**src/rtl/mips_cpu_muldiv_sequencer_if.sv**
```systemverilog
// HI/LO unit bus: request side from the pipeline, status and results back.
//
// Handshake: start is the valid of a request (op, rs, rt) and !busy is its
// ready. A request is taken on the rising clk edge where start=1 and busy=0.
// While start=1 and busy=1, stall=1 and the requester must hold start, op,
// rs and rt unchanged until the request is taken.
interface mips_cpu_muldiv_sequencer_if #(
  parameter int WIDTH = 32
);
  logic             start;
  logic [2:0]       op;
  logic [WIDTH-1:0] rs;
  logic [WIDTH-1:0] rt;
  logic             stall;
  logic             busy;
  logic [WIDTH-1:0] mf_data;
  logic [WIDTH-1:0] hi;
  logic [WIDTH-1:0] lo;
  logic [1:0]       dbg_state;

  modport master (
    output start, op, rs, rt,
    input  stall, busy, mf_data, hi, lo, dbg_state
  );

  modport slave (
    input  start, op, rs, rt,
    output stall, busy, mf_data, hi, lo, dbg_state
  );
endinterface

```
**src/rtl/mips_cpu_muldiv_sequencer.sv**
```systemverilog
// Multi-cycle HI/LO unit: MULT/MULTU/DIV/DIVU run one bit per cycle through a
// single shared adder/subtractor on unsigned magnitudes. Signs are applied in
// FIX, where HI and LO are written together.
module mips_cpu_muldiv_sequencer #(
  parameter int WIDTH = 32
) (
  input logic                        clk,
  input logic                        reset,
  mips_cpu_muldiv_sequencer_if.slave bus
);
  localparam int CW = $clog2(WIDTH);

  typedef enum logic [1:0] {
    IDLE = 2'd0,
    CALC = 2'd1,
    FIX  = 2'd2
  } state_t;

  state_t           state;
  logic             busy_q;
  logic [WIDTH-1:0] hi_q;
  logic [WIDTH-1:0] lo_q;
  // acc: product high half, or partial remainder
  logic [WIDTH-1:0] acc;
  // qreg: multiplier being shifted out, or quotient being shifted in
  logic [WIDTH-1:0] qreg;
  // opb: multiplicand, or divisor
  logic [WIDTH-1:0] opb;
  logic [CW-1:0]    cnt;
  logic             is_div;
  logic             neg_q;
  logic             neg_r;

  logic             accept;
  logic             op_signed;
  logic             op_div;
  logic [WIDTH-1:0] mag_a;
  logic [WIDTH-1:0] mag_b;
  logic [WIDTH:0]   div_shift;
  logic [WIDTH+1:0] add_a;
  logic [WIDTH+1:0] add_b;
  logic [WIDTH+1:0] add_res;
  logic             div_ok;
  logic [2*WIDTH-1:0] prod;

  // Decode of the request and operand magnitudes (signed ops: MULT=011, DIV=010).
  always_comb begin
    accept    = bus.start & ~busy_q;
    op_signed = bus.op[1];
    op_div    = ~bus.op[0];
    mag_a     = (op_signed & bus.rs[WIDTH-1]) ? -bus.rs : bus.rs;
    mag_b     = (op_signed & bus.rt[WIDTH-1]) ? -bus.rt : bus.rt;
  end

  // Shared datapath: add for shift-add multiply, subtract for restoring divide.
  // Two guard bits make the top bit of the result a clean borrow flag.
  always_comb begin
    div_shift = {acc, qreg[WIDTH-1]};
    add_a     = is_div ? {1'b0, div_shift} : {2'b00, acc};
    add_b     = is_div ? ~{2'b00, opb} : (qreg[0] ? {2'b00, opb} : '0);
    add_res   = add_a + add_b + {{(WIDTH+1){1'b0}}, is_div};
    div_ok    = ~add_res[WIDTH+1];
    prod      = {acc, qreg};
  end

  // Sequencer FSM, iteration registers and the HI/LO registers.
  always_ff @(posedge clk or posedge reset) begin
    if (reset) begin
      state  <= IDLE;
      busy_q <= 1'b0;
      hi_q   <= '0;
      lo_q   <= '0;
      acc    <= '0;
      qreg   <= '0;
      opb    <= '0;
      cnt    <= '0;
      is_div <= 1'b0;
      neg_q  <= 1'b0;
      neg_r  <= 1'b0;
    end else begin
      case (state)
        IDLE: begin
          if (accept) begin
            case (bus.op)
              3'b100: hi_q <= bus.rs;
              3'b101: lo_q <= bus.rs;
              3'b110, 3'b111: ;
              default: begin
                acc    <= '0;
                qreg   <= op_div ? mag_a : mag_b;
                opb    <= op_div ? mag_b : mag_a;
                is_div <= op_div;
                // A zero divisor leaves the all-ones quotient unsigned.
                neg_q  <= op_signed & (bus.rs[WIDTH-1] ^ bus.rt[WIDTH-1])
                          & ~(op_div & (bus.rt == '0));
                neg_r  <= op_signed & bus.rs[WIDTH-1];
                cnt    <= CW'(WIDTH - 1);
                state  <= CALC;
                busy_q <= 1'b1;
              end
            endcase
          end
        end
        CALC: begin
          if (is_div) begin
            acc  <= div_ok ? add_res[WIDTH-1:0] : div_shift[WIDTH-1:0];
            qreg <= {qreg[WIDTH-2:0], div_ok};
          end else begin
            acc  <= add_res[WIDTH:1];
            qreg <= {add_res[0], qreg[WIDTH-1:1]};
          end
          if (cnt == '0) state <= FIX;
          else           cnt   <= cnt - 1'b1;
        end
        FIX: begin
          if (is_div) begin
            lo_q <= neg_q ? -qreg : qreg;
            hi_q <= neg_r ? -acc : acc;
          end else begin
            {hi_q, lo_q} <= neg_q ? -prod : prod;
          end
          state  <= IDLE;
          busy_q <= 1'b0;
        end
        default: begin
          state  <= IDLE;
          busy_q <= 1'b0;
        end
      endcase
    end
  end

  // Status and read-back outputs.
  always_comb begin
    bus.busy      = busy_q;
    bus.stall     = bus.start & busy_q;
    bus.mf_data   = (bus.op == 3'b110) ? hi_q : lo_q;
    bus.hi        = hi_q;
    bus.lo        = lo_q;
    bus.dbg_state = state;
  end
endmodule

```
**src/flat_wrapper.sv**
```systemverilog
// flat-port wrapper written by rule: the top's interface ports become plain ports
module mips_cpu_muldiv_sequencer_flat 
#(
  parameter int WIDTH = 32
)
  (clk, reset, bus_start, bus_op, bus_rs, bus_rt, bus_stall, bus_busy, bus_mf_data, bus_hi, bus_lo, bus_dbg_state);
  mips_cpu_muldiv_sequencer_if #(.WIDTH(WIDTH)) bus_i ();
  input logic clk;
  input logic reset;
  input wire logic [$bits(bus_i.start)-1:0] bus_start;
  input wire logic [$bits(bus_i.op)-1:0] bus_op;
  input wire logic [$bits(bus_i.rs)-1:0] bus_rs;
  input wire logic [$bits(bus_i.rt)-1:0] bus_rt;
  output wire logic [$bits(bus_i.stall)-1:0] bus_stall;
  output wire logic [$bits(bus_i.busy)-1:0] bus_busy;
  output wire logic [$bits(bus_i.mf_data)-1:0] bus_mf_data;
  output wire logic [$bits(bus_i.hi)-1:0] bus_hi;
  output wire logic [$bits(bus_i.lo)-1:0] bus_lo;
  output wire logic [$bits(bus_i.dbg_state)-1:0] bus_dbg_state;
  assign bus_i.start = bus_start;
  assign bus_i.op = bus_op;
  assign bus_i.rs = bus_rs;
  assign bus_i.rt = bus_rt;
  assign bus_stall = bus_i.stall;
  assign bus_busy = bus_i.busy;
  assign bus_mf_data = bus_i.mf_data;
  assign bus_hi = bus_i.hi;
  assign bus_lo = bus_i.lo;
  assign bus_dbg_state = bus_i.dbg_state;
  mips_cpu_muldiv_sequencer #(.WIDTH(WIDTH)) u_core (.clk(clk), .reset(reset), .bus(bus_i));
endmodule
```
**config.mk**
```make
export PLATFORM = sky130hd
export DESIGN_NAME = mips_cpu_muldiv_sequencer_flat
export DESIGN_NICKNAME = d
export VERILOG_FILES = /design/src/rtl/mips_cpu_muldiv_sequencer_if.sv /design/src/rtl/mips_cpu_muldiv_sequencer.sv /design/src/flat_wrapper.sv
export SDC_FILE = /design/constraint.sdc
export NUM_CORES = 1
export LEC_CHECK = 0
export CAP_MARGIN = 10
export CELL_PAD_IN_SITES_DETAIL_PLACEMENT = 0
export CELL_PAD_IN_SITES_GLOBAL_PLACEMENT = 1
export CORE_MARGIN = 2
export CORE_UTILIZATION = 44
export CTS_BUF_LIST = sky130_fd_sc_hd__clkbuf_4
export CTS_CLUSTER_SIZE = 40
export DETAILED_ROUTE_END_ITERATION = 7
export GPL_ROUTABILITY_DRIVEN = 0
export PLACE_DENSITY_LB_ADDON = 0.1
export SYNTH_ARGS = -nofsm -noshare
export SYNTH_HDL_FRONTEND = slang
export SYNTH_SLANG_ARGS = --single-unit
```
**constraint.sdc**
```tcl
create_clock -name clk -period 9.35 [get_ports clk]
set_input_delay 2.805 -clock clk [delete_from_list [all_inputs] [get_ports clk]]
set_output_delay 2.805 -clock clk [all_outputs]
set_load 0.01 [all_outputs]
```
==> results by group <==
Routing
  • DR iter-0 viols: approximately 1500
  • Routed wl met3: 3960 um
  • Wirelength per Cell: between 20 and 25 um
  • Post-route ant nets: 0
  • M1 wire length: ~25000 um
  • Highest routed layer: met4
  • DRC viols: 0
  • Vias: 14362
  • TritonRoute pass-1 iters: 5
  • Routed wire length: 52600 um
  • Vias per cell: 6.19
  • Met2 Wirelength: around 22000 um

Layout
  • Area grow syn2layout: 15.5%
  • Layout cells sized above 1: 0.0794
  • Nets@finish: 2012
  • Cell area after layout: 16500 um^2
  • Non-Filler Instances: between 2000 and 2500

Power and ir drop
  • Internal power: 3.26 mW
  • Leak: 6.61 nW
  • Cell Pwr Density: 421 nW/um^2
  • Logic pwr share: 0.678
  • Sw frac: 0.530
  • Net switching power: 3.67 mW
  • Sequential Power Share: 0.251
  • Clock power frac: 0.071
  • Worst VDD drop: 0.000204 V
  • Total Power: 6.93 mW

Place
  • I/O Buffers: 169
  • Post-DP HPWL: 39500 um
  • Post-Place Cells: 2285
  • Post-DP Area: 16200 um^2

Logic synthesis
  • Synth Area in Compound Gates: 0.257
  • Synth Flop Type: dfrtp_1
  • Post-synthesis simple-gate area fraction: 0.187
  • FFs w/ async S/R, synth: 1.00
  • Ys Warns: 0
  • Synth Instances: 1827
  • Mapped Nets: 1937
  • Number of synthesized register bits: ~170
  • Post-synthesis cell type count: 68
  • Number of synthesized flops with an enable pin: 0
  • Synth Area in Adders: 0.0362
  • XOR/XNOR share of the synthesized area: 0.0854
  • Multiplexer share of the synthesized area: 0.0898
  • Syn_area_per_cell: between 7 and 8 um^2
  • Cell Area, Synth: between 10000 and 15000 um^2
  • Largest family of logic cells by synthesized area: compound AO/OA/AOI/OAI gates
  • Seq/Total Area, Yosys: 0.300

Run status
  • Outcome: finished, final reports clean

Global route
  • Vias in the first global route: 13274
  • First-pass GRT wire length: between 80000 and 90000 um
  • Gr ovfl total: 0
  • Total GRT Usage: 0.315
  • Maximum number of pins on one net before global-route repair: 97
  • Initial antenna violation count: 1

Clock tree
  • H-tree Lvls: 4
  • Cts repair resizes: 0
  • Clock Sinks: 171
  • CTS Buf Count: 17
  • Clk root buf: clkbuf_4
  • CTS tree: done
  • Post-CTS setup buffers: 0
  • Max Root-Sink Buffers: 2
  • Clk Latency, worst-skew pair: 0.67 ns
  • Clk pin slew, worst setup/hold paths: 0.15 ns
  • Cts hold-fix bufs: 0

Setup path
  • Critical path startpoint category: primary input
  • R2R Setup Slk: ~3.6 ns
  • FF-to-FF path depth: 12
  • Critical path type: primary input to output port
  • Crit path capture: bus_mf_data[27]
  • Max FO, Critical Path: 32
  • R2R Path Start: u_core.is_div$_DFFE_PP0P_
  • FF-to-FF End: u_core.acc[20]$_DFFE_PP0P_
  • Worst EP required: 6.55 ns
  • Arrival @ worst endpoint: 4.76 ns
  • Critical path startpoint: bus_op[1]
  • CP Capture Type: output port

STA
  • Fin crit period: 7.56 ns
  • Slew Limit Fails: 0
  • RSZ-0062 raised after global routing: no
  • Worst Tran Pin Value: 1.10 ns
  • Post-Route Skew: between 0.04 and 0.05 ns
  • Setup violators final: 0
  • Final period util: 0.809
  • Slew HR: 0.270
  • Peak Freq: 0.132 GHz
  • Final hold vios: 0
  • Smallest hold slack: ~0.52 ns
  • Setup TNS: 0 ns

Die
  • Die Area: between 30000 and 40000 um^2
  • Chip width: 184 um
  • Core area: 31700 um^2
  • Die height: 184 um
  • # rows: 65
  • Top-level port count: 170
  • Initial Utilization: 0.449

Job
  • Max-Cap Viols: 0

Worst hold path
  • HP Class: flip-flop to flip-flop
-- power by group through the flow --
stage	Sequential [mW]	Combinational (mW)	Clock (mW)
2_1_floorplan	1.43	3.27	0
6_report	1.74	4.70	0.491
5_1_grt	1.78	5.16	0.532
4_1_cts	1.72	4.63	0.499
3_3_place_gp	1.72	4.57	0
3_5_place_dp	1.73	4.61	0
-- final cells by class --
type / count / area (um^2)
timing repair buffer: 194 / 1870
clock inverter: 15 / 178
fill: 3163 / 15300
clock buffer: 17 / 128
tap: 402 / 503
inverter: 30 / 118
antenna: 2 / 5.00
multi-input combinational: 1488 / 9370
sequential: 171 / 4280
-- logic make-up after synthesis --
kind of cell             Yosys count
AO/OA/AOI/OAI                    604
XOR/XNOR                         139
AND/OR/NAND/NOR                  586
buffers and inverters            168
flip-flops                       171
adder cells (fa/ha/maj)           40
multiplexers                     119
-- how the worst min path moves through the flow --
stage,from,endpoint,depth (start not counted)
floorplan,u_core.opb[17]$_DFFE_PP0P_,u_core.opb[17]$_DFFE_PP0P_,2
finish,u_core.cnt[0]$_DFFE_PP0P_,u_core.cnt[0]$_DFFE_PP0P_,1
detailed placement,u_core.bus.lo[23]$_DFFE_PP0P_,u_core.bus.lo[23]$_DFFE_PP0P_,2
global placement,u_core.bus.lo[23]$_DFFE_PP0P_,u_core.bus.lo[23]$_DFFE_PP0P_,2
CTS,u_core.cnt[0]$_DFFE_PP0P_,u_core.cnt[0]$_DFFE_PP0P_,1
global route,u_core.cnt[0]$_DFFE_PP0P_,u_core.cnt[0]$_DFFE_PP0P_,1
-- critical path: stages --
cell             delay [ns]
clkdlybuf4s50_1        0.39
buf_4                  0.18
nand3_1                0.09
buf_4                  0.38
mux2_2                 0.39
clkdlybuf4s50_1        0.48
-- cells in the final DEF, fill, tap and decap left out, types with 26 or more instances in the layout --
cell             count
inv_1               29
mux2i_1             48
xor2_1              71
clkdlybuf4s50_1    168
nand2_1            239
nand3_1             41
a31oi_1             37
a211oi_1            37
a21oi_1            139
ha_1                38
mux2_2              71
o31ai_1             30
nor2_1             153
dfrtp_1            170
nor3_1              26
o21ai_0            219
xnor2_1             68
-- cell usage after synthesis, drive strengths merged, types with 5 or more instances --
| library cell | instances | share of area |
|---|---|---|
| mux2i | 48 | 0.034 |
| a22oi | 7 | 0.0037 |
| nand4 | 9 | 0.0040 |
| or4 | 11 | 0.0063 |
| a21boi | 6 | 0.0032 |
| xor2 | 71 | 0.044 |
| mux2 | 71 | 0.056 |
| nor2b | 5 | 0.0022 |
| and2 | 9 | 0.0040 |
| xnor2 | 68 | 0.042 |
| o211ai | 24 | 0.013 |
| o21a | 8 | 0.0042 |
| o221ai | 11 | 0.0068 |
| o22ai | 10 | 0.0044 |
| clkbuf | 122 | 0.032 |
| a21oi | 139 | 0.049 |
| nor4 | 16 | 0.0075 |
| or3 | 16 | 0.0070 |
| a21o | 21 | 0.011 |
| nand3 | 41 | 0.014 |
| nor2 | 155 | 0.041 |
| nand2 | 240 | 0.063 |
| a31oi | 37 | 0.016 |
| buf | 16 | 0.0049 |
| o31ai | 32 | 0.018 |
| nor3 | 26 | 0.0091 |
| or2 | 5 | 0.0022 |
| o41ai | 14 | 0.0086 |
| inv | 30 | 0.0079 |
| a211oi | 37 | 0.019 |
| and3 | 25 | 0.011 |
| ha | 38 | 0.033 |
| nand2b | 13 | 0.0057 |
| o21ai | 225 | 0.079 |
| dfrtp | 171 | 0.30 |
-- routing by layer --
metal	GRT usage	vias to the layer above
li1	-	6765
met1	0.475	6895
met2	0.468	641
met3	0.0400	61
met4	0.0928	0
met5	0	-
-- state kept, by name, summed over array words and instances, names as in the netlist --
name / flops
u_core.bus.busy: 1
u_core.acc: 32
u_core.neg_q: 1
u_core.cnt: 5
u_core.qreg: 32
u_core.opb: 32
u_core.bus.lo: 32
u_core.bus.hi: 32
u_core.bus.dbg_state: 2
u_core.neg_r: 1
u_core.is_div: 1
-- stage by stage --
step                      setup slack (ns)  utilization
after floorplan                       1.91            -
after global placement                1.82        0.509
after detailed placement              1.79        0.509
after CTS                             1.78        0.519
after global routing                  1.68        0.519
final                                 1.79        0.519
(Power assumes the default switching activity.)
